<file path="src/rtl/mem_port_arbiter.sv">
// Shared memory-port arbiter: IF/MEM requesters, data priority, bus watchdog.
// Define ARB_FAIR_EN to build the data-streak limiter that forces fetch grants.
module mem_port_arbiter #(
  parameter int unsigned ADDR_W          = 32,
  parameter int unsigned DATA_W          = 32,
  parameter int unsigned MAX_DATA_STREAK = 4,
  parameter int unsigned TIMEOUT_CYCLES  = 255
) (
  input  logic              clk,
  input  logic              rst,
  input  logic              if_req_i,
  input  logic [ADDR_W-1:0] if_addr_i,
  output logic [DATA_W-1:0] if_rdata_o,
  output logic              if_ready_o,
  input  logic              mem_req_i,
  input  logic              mem_we_i,
  input  logic [ADDR_W-1:0] mem_addr_i,
  input  logic [DATA_W-1:0] mem_wdata_i,
  input  logic [2:0]        mem_funct3_i,
  output logic [DATA_W-1:0] mem_rdata_o,
  output logic              mem_ready_o,
  output logic              bus_req_o,
  output logic              bus_we_o,
  output logic [ADDR_W-1:0] bus_addr_o,
  output logic [DATA_W-1:0] bus_wdata_o,
  output logic [2:0]        bus_funct3_o,
  input  logic              bus_ack_i,
  input  logic [DATA_W-1:0] bus_rdata_i,
  output logic              err_o
);

  typedef enum logic [1:0] {StIdle, StBusyIf, StBusyMem} state_e;

  if (MAX_DATA_STREAK < 1 || MAX_DATA_STREAK > 15) begin : g_bad_streak
    $error("MAX_DATA_STREAK must be in 1..15");
  end
  if (TIMEOUT_CYCLES < 1 || TIMEOUT_CYCLES > 65535) begin : g_bad_timeout
    $error("TIMEOUT_CYCLES must be in 1..65535");
  end

  state_e            r_state;
  logic              r_we;
  logic [ADDR_W-1:0] r_addr;
  logic [DATA_W-1:0] r_wdata;
  logic [2:0]        r_funct3;
  logic [15:0]       r_wdog;

  logic w_busy;
  logic w_timeout;
  logic w_done;
  logic w_force_if;
  logic w_grant_mem;

`ifdef ARB_FAIR_EN
  logic [3:0] r_streak;

  assign w_force_if = (r_streak == 4'(MAX_DATA_STREAK)) && if_req_i && mem_req_i;

  // Counts only data grants that actually made fetch wait.
  always_ff @(posedge clk or posedge rst) begin
    if (rst) begin
      r_streak <= 4'd0;
    end else if (r_state == StIdle) begin
      if (w_grant_mem) begin
        r_streak <= if_req_i ? r_streak + 4'd1 : 4'd0;
      end else if (if_req_i) begin
        r_streak <= 4'd0;
      end
    end
  end
`else
  assign w_force_if = 1'b0;
`endif

  assign w_grant_mem = mem_req_i && !w_force_if;
  assign w_busy      = (r_state != StIdle);
  assign w_timeout   = (r_wdog == 16'(TIMEOUT_CYCLES));
  // Ack wins over the watchdog when both land in the same cycle.
  assign w_done      = w_busy && (bus_ack_i || w_timeout);

  always_ff @(posedge clk or posedge rst) begin
    if (rst) begin
      r_state  <= StIdle;
      r_we     <= 1'b0;
      r_addr   <= '0;
      r_wdata  <= '0;
      r_funct3 <= 3'b000;
      r_wdog   <= 16'd0;
    end else begin
      case (r_state)
        StIdle: begin
          r_wdog <= 16'd0;
          if (w_grant_mem) begin
            r_state  <= StBusyMem;
            r_we     <= mem_we_i;
            r_addr   <= mem_addr_i;
            r_wdata  <= mem_wdata_i;
            r_funct3 <= mem_funct3_i;
          end else if (if_req_i) begin
            r_state  <= StBusyIf;
            r_we     <= 1'b0;
            r_addr   <= if_addr_i;
            r_wdata  <= '0;
            r_funct3 <= 3'b010;
          end
        end
        StBusyIf, StBusyMem: begin
          if (w_done) begin
            r_state <= StIdle;
          end else begin
            r_wdog <= r_wdog + 16'd1;
          end
        end
        default: r_state <= StIdle;
      endcase
    end
  end

  assign bus_req_o    = w_busy;
  assign bus_we_o     = r_we;
  assign bus_addr_o   = r_addr;
  assign bus_wdata_o  = r_wdata;
  assign bus_funct3_o = r_funct3;

  assign if_ready_o  = (r_state == StBusyIf) && w_done;
  assign mem_ready_o = (r_state == StBusyMem) && w_done;
  assign err_o       = w_busy && w_timeout && !bus_ack_i;
  assign if_rdata_o  = (if_ready_o && bus_ack_i) ? bus_rdata_i : '0;
  assign mem_rdata_o = (mem_ready_o && bus_ack_i) ? bus_rdata_i : '0;

endmodule

</file>
<file path="config.mk">
export PLATFORM = sky130hd
export DESIGN_NAME = mem_port_arbiter
export DESIGN_NICKNAME = d
export VERILOG_FILES = /design/src/rtl/mem_port_arbiter.sv
export SDC_FILE = /design/constraint.sdc
export NUM_CORES = 1
export LEC_CHECK = 0
export CORE_UTILIZATION = 34
export DETAILED_ROUTE_END_ITERATION = 7
export HOLD_SLACK_MARGIN = 0.12
export PLACE_DENSITY = 0.78
export SYNTH_ARGS = -nofsm -noshare
export SYNTH_HDL_FRONTEND = slang
export SYNTH_SLANG_ARGS = --single-unit
export TNS_END_PERCENT = 5
</file>
<file path="constraint.sdc">
create_clock -name clk -period 2.6 [get_ports clk]
set_input_delay 0.26 -clock clk [delete_from_list [all_inputs] [get_ports clk]]
set_output_delay 0.26 -clock clk [all_outputs]
set_load 0.05 [all_outputs]
</file>
# Yosys cells after proc, flatten, opt, wreduce, memory -nomap -nowiden
# Cells that the tools add are included.
[classes] magnitude_cmp=0 multipliers=0 div_mod_pow=0 n_eq_ne=6 muxes=16 n_addsub=1 n_reduce_logical=17 n_bitwise=0 n_shift=0
[ops] op="32-bit 2-to-1 mux" n=6
[ops] op="16-bit one-hot mux with 2 select lines" n=1
[ops] op="16-bit by 1-bit adder with 16-bit output, second input constant" n=1
[ops] op="16-bit by 8-bit == test with 1-bit output, second input constant" n=1
[ops] op="16-bit 2-to-1 mux" n=1
[ops] op="1-bit logical AND" n=7
[ops] op="2-bit 2-to-1 mux" n=3
[ops] op="3-bit 2-to-1 mux" n=2
[ops] op="2-bit AND reduction" n=3
[ops] op="2-bit nonzero test" n=3
[ops] op="2-bit inequality test, second input constant" n=2
[ops] op="2-bit one-hot mux with 2 select lines" n=1
[ops] op="3-bit inequality test, second input constant" n=1
[ops] op="2-bit by 1-bit == test with 1-bit output, second input constant" n=1
[ops] op="2-bit == test, second input constant" n=1
[ops] op="2-bit logical NOT" n=1
[ops] op="1-bit 2-to-1 mux" n=2
[ops] op="2-bit OR reduction" n=1
[ops] op="1-bit logical NOT" n=1
[ops] op="1-bit logical OR" n=1
[word_totals] mem_bits_rw=0 input_bits=137 word_cells=46 latchBits=0 ff_bits=86 romBits=0 output_inout_bits=136 n_memories=0

# Logic depth before layout (Yosys ltp)
[logic_depth] word_depth=6 mapped_depth=8 depth_no_buf=6

# Worst setup path before layout
# OpenSTA, ideal clock, no wires.
[synth_path] path_type="register to output" startpoint="register r_wdog[0]" endpoint="output err_o" path_stages_with_launch=6 required_time_ns=2.340 path_slack_ns=0.134 arrival_time_ns=2.206 path_cell_list="dfrtp_1 ha_1 nand3_2 or2_4 buf_2 nor3_1"
[synth_between] elab_chain_cells=3
[synth_lines] element="start, declared" line_no="46" rtl="logic [15:0] r_wdog;"
[synth_lines] element="start signal, assigned" line_no="111" rtl="r_wdog <= r_wdog + 16'd1;"
[synth_lines] element="16-bit by 8-bit == test with 1-bit output" line_no="77" rtl="assign w_timeout = (r_wdog == 16'(TIMEOUT_CYCLES));"
[synth_lines] element="1-bit logical AND (2 in series)" line_no="127" rtl="assign err_o = w_busy && w_timeout && !bus_ack_i;"
[synth_lines] element="end, declared" line_no="29" rtl="output logic err_o"
# Every way passes these cells.

# Worst setup path after layout
[layout_path] startpoint="register r_state[0]" endpoint="output mem_ready_o"
[layout_between] elab_chain_cells=3 elab_cells_between_ends=4
[layout_lines] element="start, declared" line_no="41" rtl="state_e r_state;"
[layout_lines] element="start signal, assigned" line_no="83" rtl="r_state <= StIdle;"
[layout_lines] element="start signal, assigned" line_no="94" rtl="r_state <= StBusyMem;"
[layout_lines] element="start signal, assigned" line_no="100" rtl="r_state <= StBusyIf;"
[layout_lines] element="2-bit nonzero test" line_no="76" rtl="assign w_busy = (r_state != StIdle);"
[layout_lines] element="1-bit logical AND" line_no="79" rtl="assign w_done = w_busy && (bus_ack_i || w_timeout);"
[layout_lines] element="1-bit logical AND *" line_no="126" rtl="assign mem_ready_o = (r_state == StBusyMem) && w_done;"
[layout_lines] element="end, declared" line_no="21" rtl="output logic mem_ready_o,"
# Mark *: on every way between the ends. The rest lies on a longest branch, timed or not.

==> results.py <==
metrics = {
    "synth": {
        "synth_edf_count": 0,
        "yosysUniqueCellTypes": 44,
        "ys_seq_elements": 86,
        "syn_avg_cell_area_um2": 10.11,
        "ys_warn_count": 0,
        "synth_area_mm2": 0.004357,
        "synthArstFlopShare": 1.000,
        "synth_ff_type": "dfrtp_1",
        "synthCells": 431,
        "syn_nets": 572,
        "ys_seq_area_frac": 0.4940,
    },
    "worst_setup_path": {
        "critical_path.top_delay_family": "simple AND/OR/NAND/NOR gates",
        "r2r_start": "r_state[0]",
        "required_ps": 2340,
        "worstPathCellList": "inv_1 > ha_1 > nor2_1 > nand3_2 > nor2_2 > o21a_1 > buf_12",
        "r2r_setup_slack_ps": 570,
        "critPathBufInv": 2,
        "startpoint_type": "register",
        "arrival_ps": 2170,
        "critPathCaptureType": "primary output",
        "cp_slowest_cell": "dfrtp_1",
        "timing_worst_setup_path_type": "register to primary output",
        "worst-r2r-cell-count": 6,
        "critPathMaxStageDelay_ps": 400,
        "path_max_fanout": 10,
        "reg2reg_to": "r_wdog[13]",
    },
    "timing": {
        "setup_slack_ps": 169.9,
        "slew_violations": 0,
        "rsz0062_at_grt": "false",
        "period_needed_ps": 2430,
        "setup_viol": 0,
        "min_period_over_period": 0.9347,
        "finClkSkew_ps": 6.053,
        "max_freq_mhz": 411.5,
        "finalHoldViolCount": 0,
        "tightest_slew_ps": 567.7,
        "fin_tns_setup_ps": 0,
        "max_slew_margin": 0.6204,
    },
    "final_layout": {
        "multi_input_area_mm2": 0.002034,
        "fill_cells": 933,
        "nets": 828,
        "syn_to_final_growth_pct": 88.86,
        "final_core_util": 0.6710,
        "antennaDiodeCount": 0,
        "design_area_mm2": 0.008228,
        "drive_above_1_share": 0.1548,
        "register_area_mm2": 0.002152,
    },
    "floorplan": {
        "die_h_um": 115.2,
        "rows": 40,
        "pin_count": 273,
        "start_util": 0.3553,
        "core_region_area_mm2": 0.01226,
        "fp.dieArea_mm2": 0.01327,
        "die_w_um": 115.2,
    },
    "placement": {
        "place_ws_ps": 459.4,
        "finalWeightedCongestion": 0.8824,
        "placed_area_mm2": 0.007921,
        "portBuffers": 272,
        "place_hpwl_um": 12010,
    },
    "drt": {
        "drtAntennaViolNets": 0,
        "viasPerCell": 5.215,
        "wl_per_cell_um": 18.05,
        "drt_iter0_markers": 246,
        "vias": 4480,
        "wl_um": 15510,
        "drc": 0,
        "first_pass_iters": 4,
    },
    "clock_network": {
        "clock_latency_ps": 330,
        "cts_sinks": 86,
        "cts_tree": "yes",
        "htreeDepth": 3,
        "cts_buffer_depth": 2,
        "cts_buffers": 9,
        "postCtsHoldBufs": 0,
        "ctsRootBufferMaster": "clkbuf_16",
        "path_clk_slew_ps": 60,
        "post-cts-setup-buffer-count": 0,
    },
    "power": {
        "peakVddDrop_uv": 800.6,
        "power.total_uw": 9257,
        "power_leakage_uw": 0.003719,
        "p_per_area_mw_per_mm2": 1125,
    },
    "global_route": {
        "grt_overflow": 0,
        "grt_usage": 0.2338,
        "grt_pass1_wl_um": 23540,
        "grt_max_degree": 89,
        "grt_antenna_before_repair": 0,
        "grt_pass1_vias": 4428,
    },
    "worst_hold_path": {
        "hold_class": "primary input to register",
        "hold-path-endpoint": "r_state[0]",
        "hold_depth": 3,
        "min_from": "mem_req_i",
    },
    "status": {
        "status": "finished, final reports clean",
    },
    "job": {
        "drv_cap": 0,
    },
}
[timing repair]
action	in CTS	in global routing
resized for setup	0	1
setup endpoints to repair	0	2
endpoints found under the hold margin	0	0
[layer usage]
layer	GRT usage	wire, um
met1	0.2539	5614
met2	0.4056	7628
met3	0.07749	1590
met4	0.1229	675
met5	0	0
[worst min-delay path, cell delays in order]
cell and delay, ps:
buf_2 140, nand2b_1 150, a211oi_1 70
[synthesized netlist by cell type (4+ instances only)]
cell,number,share of area
buf_2,4,0.0046
nand2_1,41,0.035
mux2i_1,33,0.076
o211ai_1,5,0.0086
buf_1,4,0.0034
a31oi_1,4,0.0057
ha_1,4,0.011
clkbuf_1,27,0.023
inv_1,12,0.010
and3_1,65,0.093
o21ai_0,40,0.046
nor2_1,9,0.0078
a21oi_1,5,0.0057
nand3_1,6,0.0069
nor3_1,7,0.0080
a22o_1,41,0.082
dfrtp_1,86,0.49
[power breakdown]
group | internal, uW | switching [uW]
Clock | 831 | 498
Combinational | 1990 | 3690
Sequential | 1900 | 346
[flip-flops by register name, indices dropped and copies added, names as in the netlist]
name          flops
bus_addr_o       32
bus_we_o          1
bus_wdata_o      32
bus_funct3_o      3
r_state           2
r_wdog           16
[cells in the final DEF (no fill, tap or decap), drive strengths merged]
cell type        n
a211o            1
a211oi           2
a21boi           1
a21oi            5
a221o            1
a22o            41
a31oi            4
a41oi            3
and2             1
and3            65
and4             1
buf             77
bufinv           2
clkbuf          10
clkdlybuf4s50  204
clkinv           4
dfrtp           86
ha               4
inv             11
mux2             1
mux2i           33
nand2           41
nand2b           3
nand3            8
nand4            3
nor2             9
nor2b            1
nor3             7
nor4             4
o211ai           6
o21a             2
o21ai           43
o311a            1
o311ai           1
o31ai            2
o32a             1
or2              1
or4              1
[worst max-delay path by stage]
stage | startpoint | slack (ps) | depth (start not counted) | end
2_1_floorplan | rst | 120 | 1 | bus_addr_o[0]
3_3_place_gp | r_state[0] | 580 | 7 | mem_ready_o
3_5_place_dp | r_state[0] | 460 | 7 | mem_ready_o
4_1_cts | r_state[0] | 80 | 7 | mem_ready_o
5_1_grt | r_state[0] | 40 | 7 | mem_ready_o
6_report | r_state[0] | 170 | 7 | mem_ready_o
[cell type report]
type / count / area share
clock buffers: 10 / 0.02783
multi-input cells: 297 / 0.2473
flip-flops and latches: 86 / 0.2616
clock inverters: 5 / 0.009124
well taps: 168 / 0.02555
inverters: 12 / 0.005627
repair buffers: 281 / 0.4231
[metrics by stage]
stage	hold slack [ps]	instances
floorplan	392.7	431
global placement	465.2	844
detailed placement	469.6	844
CTS	332.2	859
global route	371.7	859
finish	334.2	859
[cells by family (layout without fill, tap and decap cells)]
kind of cell | Yosys count | in the layout | share of synthesized area
buf+inv | 48 | 308 | 0.04279
compound gates | 114 | 114 | 0.1872
fa+ha+maj | 4 | 4 | 0.01149
flops | 86 | 86 | 0.4940
simple gates | 145 | 145 | 0.1861
mux | 34 | 34 | 0.07840
Power figures use the tool's default switching activity.
==> RTL edit 1, RTL diff (same flow settings) <==
Register the output `err_o`, with the module's reset; this adds one clock of latency there. The other outputs are not delayed to match.
--- a/src/rtl/mem_port_arbiter.sv
+++ b/src/rtl/mem_port_arbiter.sv
@@ -124,7 +124,13 @@
 
   assign if_ready_o  = (r_state == StBusyIf) && w_done;
   assign mem_ready_o = (r_state == StBusyMem) && w_done;
-  assign err_o       = w_busy && w_timeout && !bus_ack_i;
+  always_ff @(posedge clk or posedge rst) begin
+    if (rst) begin
+      err_o <= '0;
+    end else begin
+      err_o <= w_busy && w_timeout && !bus_ack_i;
+    end
+  end
   assign if_rdata_o  = (if_ready_o && bus_ack_i) ? bus_rdata_i : '0;
   assign mem_rdata_o = (mem_ready_o && bus_ack_i) ? bus_rdata_i : '0;
 
Check against the original RTL: same outputs for any inputs over 10 cycles, from zero or initial values and one cycle with rst high; that may be too few to reach the edited logic, so the function may still have changed.
==> RTL edit 1 against the unedited design <==
Total power shrank 0.44%. Setup slack gained 0.047 ns. Cell area grew 0.40%. Sequential cell count is 1 higher. Routed wire length down 1.8%. Area after synthesis grew 0.57%. Count of clock-buffer cells in the layout unchanged. Critical path type unchanged.
==> RTL edit 1: results (changes against the unedited design) <==
[detailed_routing]
vias_per_cell = 5.14  ; -1.5%
wire_per_inst_um = 17.6  ; -2.5%

[power_and_ir_drop]
p_clk_uw = 1290  ; -3%
p_comb_share_pct = 61.4  ; about the same
p_leak_uw = 0.00372  ; about the same
p_switching_uw = 4550  ; +0.54%
ir_drop_mv = 0.918  ; +15%
switching_share_pct = 49.4  ; +0.48 points

[outcome]
status = finished, final reports clean

[logic_synthesis]
synth.area.top_cells = dfrtp_1 50%, and3_1 9.3%, a22o_1 8.2%
syn_inst = 432  ; +0.23%
ys_seq_area_share_pct = 49.7  ; +0.29 points
synth_common_cells = 87 x dfrtp_1, 65 x and3_1, 41 x a22o_1, 41 x nand2_1, 40 x o21ai_0

[place]
place_congestion = 0.881  ; -0.17%
place_inst = 849  ; +0.59%
placed_cell_area_mm2 = 0.00795  ; +0.41%
dp_hpwl_um = 11900  ; -0.65%
place_ws_ns = 0.510  ; +0.0509 ns

[worst_setup_path]
cp-endpoint = bus_req_o
crit_path_max_fanout = 8  ; -2
worstPathArrival_ns = 2.12  ; -0.05 ns
reg2reg_slack_ns = 0.48  ; -0.09 ns
cpLargestDelayFamily = buffers and inverters
r2r-end = r_state[0]$_DFFE_PP0P_
reg2reg_depth = 7  ; +1

[layout]
design_area_mm2 = 0.00826  ; +0.40%
drive_gt1_share_pct = 15.4  ; -0.045 points
fillers = 968  ; +3.8%

[grt]
grt_max_degree = 69  ; -22%
grt_use_met3_pct = 5.91  ; -1.8 points
track_usage_pct = 22.8  ; -0.62 points
use_met2_pct = 42.4  ; +1.8 points
met1_usage_pct = 25.3  ; -0.12 points

[timing]
holdWs_ns = 0.345  ; +0.0110 ns
skew_ns = 0.00860  ; +0.00255 ns
min_period_ns = 2.38  ; -0.0465 ns

[min_path]
hold_class = input port to asynchronous set/reset pin

==> RTL edit 1: logic make-up after synthesis <==
| group | share of synthesized area, % |
|---|---|
| compound gates | 18.6 |
| fa+ha+maj | 1.14 |
| buf+inv | 4.25 |
| flops | 49.7 |
| mux | 7.80 |
| simple gates | 18.5 |
==> RTL edit 1: timing repair <==
item                                    4_1_cts  5_1_grt
endpoints found under the setup margin        0        2
resized for setup                             0        2
setup buffers                                 0        0
==> RTL edit 1: area by class of cell <==
| class | count | area share [%] |
|---|---|---|
| clock buffers | 10 | 2.77 |
| multi-input cells | 297 | 24.7 |
| inverters | 12 | 0.560 |
| repair buffers | 281 | 42.2 |
| flip-flops and latches | 87 | 26.4 |
| well taps | 172 | 2.61 |
| clock inverters | 6 | 0.818 |
==> RTL edit 1: routing by layer <==
layer / wire length, um / vias to the layer above
met4: 322 / 0
met1: 5690 / 2068
met5: 0 / -
li1: - / 2099
met3: 1250 / 31
met2: 7960 / 244
==> RTL edit 2, RTL diff (same flow settings) <==
Without the edit above. Set the parameter `ADDR_W` to 64 (it was 32).
--- a/src/rtl/mem_port_arbiter.sv
+++ b/src/rtl/mem_port_arbiter.sv
@@ -1,7 +1,7 @@
 // Shared memory-port arbiter: IF/MEM requesters, data priority, bus watchdog.
 // Define ARB_FAIR_EN to build the data-streak limiter that forces fetch grants.
 module mem_port_arbiter #(
-  parameter int unsigned ADDR_W          = 32,
+  parameter int unsigned ADDR_W          = 64,
   parameter int unsigned DATA_W          = 32,
   parameter int unsigned MAX_DATA_STREAK = 4,
   parameter int unsigned TIMEOUT_CYCLES  = 255
Interface: changed (resized bus_addr_o, if_addr_i and mem_addr_i); port bits go from 273 to 369. No check against the original RTL was run, so the function may have changed too.
==> RTL edit 2 against the unedited design <==
Sequential cell count up 32. Setup slack better by 0.018 ns. Total power up 39%. Maximum frequency up 0.75%. Area after synthesis up 32%. Clock skew about the same. Routed wire length up 28%. Count of clock-buffer cells in the layout up 7. Synthesized cell count up 30%. Cell area up 32%. Highest routed layer unchanged.
==> RTL edit 2: results (changes against the unedited design) <==
[outcome]
status = finished, final reports clean

[detailed_routing]
wire_per_inst_um = 17.3  ; -4.0%
drt_first_pass_iters = 6  ; +2
vias_per_cell = 4.90  ; -6.0%
m1WireLength_um = 7390  ; +32%
met3_length_um = 1660  ; +4.7%
drt_iter0_drc = 324  ; +32%
vias = 5615  ; +25%

[power_and_ir_drop]
p_leak_uw = 0.00489  ; +32%
ir_drop_mv = 1.03  ; +29%

[clock_network]
numCtsBuffers = 17  ; +8
cts-htree-levels = 4  ; +1
clk_latency_ns = 0.41  ; +0.08 ns
path_clk_slew_ns = 0.06  ; about the same

[worst_setup_path]
reg2reg_slack_ns = 0.59  ; +0.02 ns
worstPathArrival_ns = 2.15  ; -0.02 ns
r2r-end = r_wdog[4]$_DFFE_PP0P_
r2r-start = r_state[1]$_DFFE_PP0P_
crit_path_max_fanout = 6  ; -4

[place]
dp_hpwl_um = 14800  ; +24%
placed_cell_area_mm2 = 0.0103  ; +30%
port_buffers = 368  ; +35%
place_congestion = 0.870  ; -1.5%

[grt]
track_usage_pct = 22.9  ; -0.43 points
grt_pass1_vias = 5692  ; +29%
grt_use_met3_pct = 7.92  ; +0.17 points
met1_usage_pct = 24.6  ; -0.81 points
grt_first_pass_wirelength_um = 30800  ; +31%
use_met2_pct = 41.4  ; +0.85 points

[logic_synthesis]
synth_area_per_cell_um2 = 10.2  ; +1.2%
synth_common_cells = 118 x dfrtp_1, 76 x nand2_1, 65 x and3_1
syn-num-nets = 767  ; +34%
yosysUniqueCellTypes = 42  ; -4.5%

[timing]
max_slew_margin_pct = 57.5  ; -4.5 points
holdWs_ns = 0.406  ; +0.0722 ns
skew_ns = 0.00614  ; +0.0000869 ns
max_freq_ghz = 0.415  ; +0.75%

[layout]
drive_gt1_share_pct = 13.4  ; -2.1 points
nets = 1117  ; +35%
fillers = 1244  ; +33%

[min_path]
hold_class = input port to asynchronous set/reset pin

==> RTL edit 2: cells by family (layout without fill, tap and decap cells) <==
group | after synthesis | after routing | share of synthesized area [%]
and+or+nand+nor | 186 | 186 | 16.9
AOI/OAI and AO/OA | 138 | 138 | 15.6
DFF | 118 | 118 | 51.3
muxes | 64 | 64 | 11.1
buffers and inverters | 52 | 415 | 4.16
adders and majority gates | 4 | 4 | 0.870
==> RTL edit 2: report_power, final <==
part           switching (uW)  internal [uW]
combinational            4950           2570
sequential                457           2650
clock                     873           1410
total                    6280           6630
==> RTL edit 2: worst max-delay path, cell delays in order (launching register included) <==
cell	delay [ns]
dfrtp_1	0.37
inv_1	0.07
ha_1	0.29
inv_1	0.16
clkdlybuf4s50_1	0.85
==> RTL edit 2: cell type report <==
class,count,area (um^2),share of cell area (%)
clock inverter,15,156,1.44
tap,220,275,2.53
inverter,6,26.3,0.242
sequential,118,2950,27.2
timing repair buffer,377,4460,41.0
multi-input combinational,392,2580,23.7
clock buffer,17,425,3.91
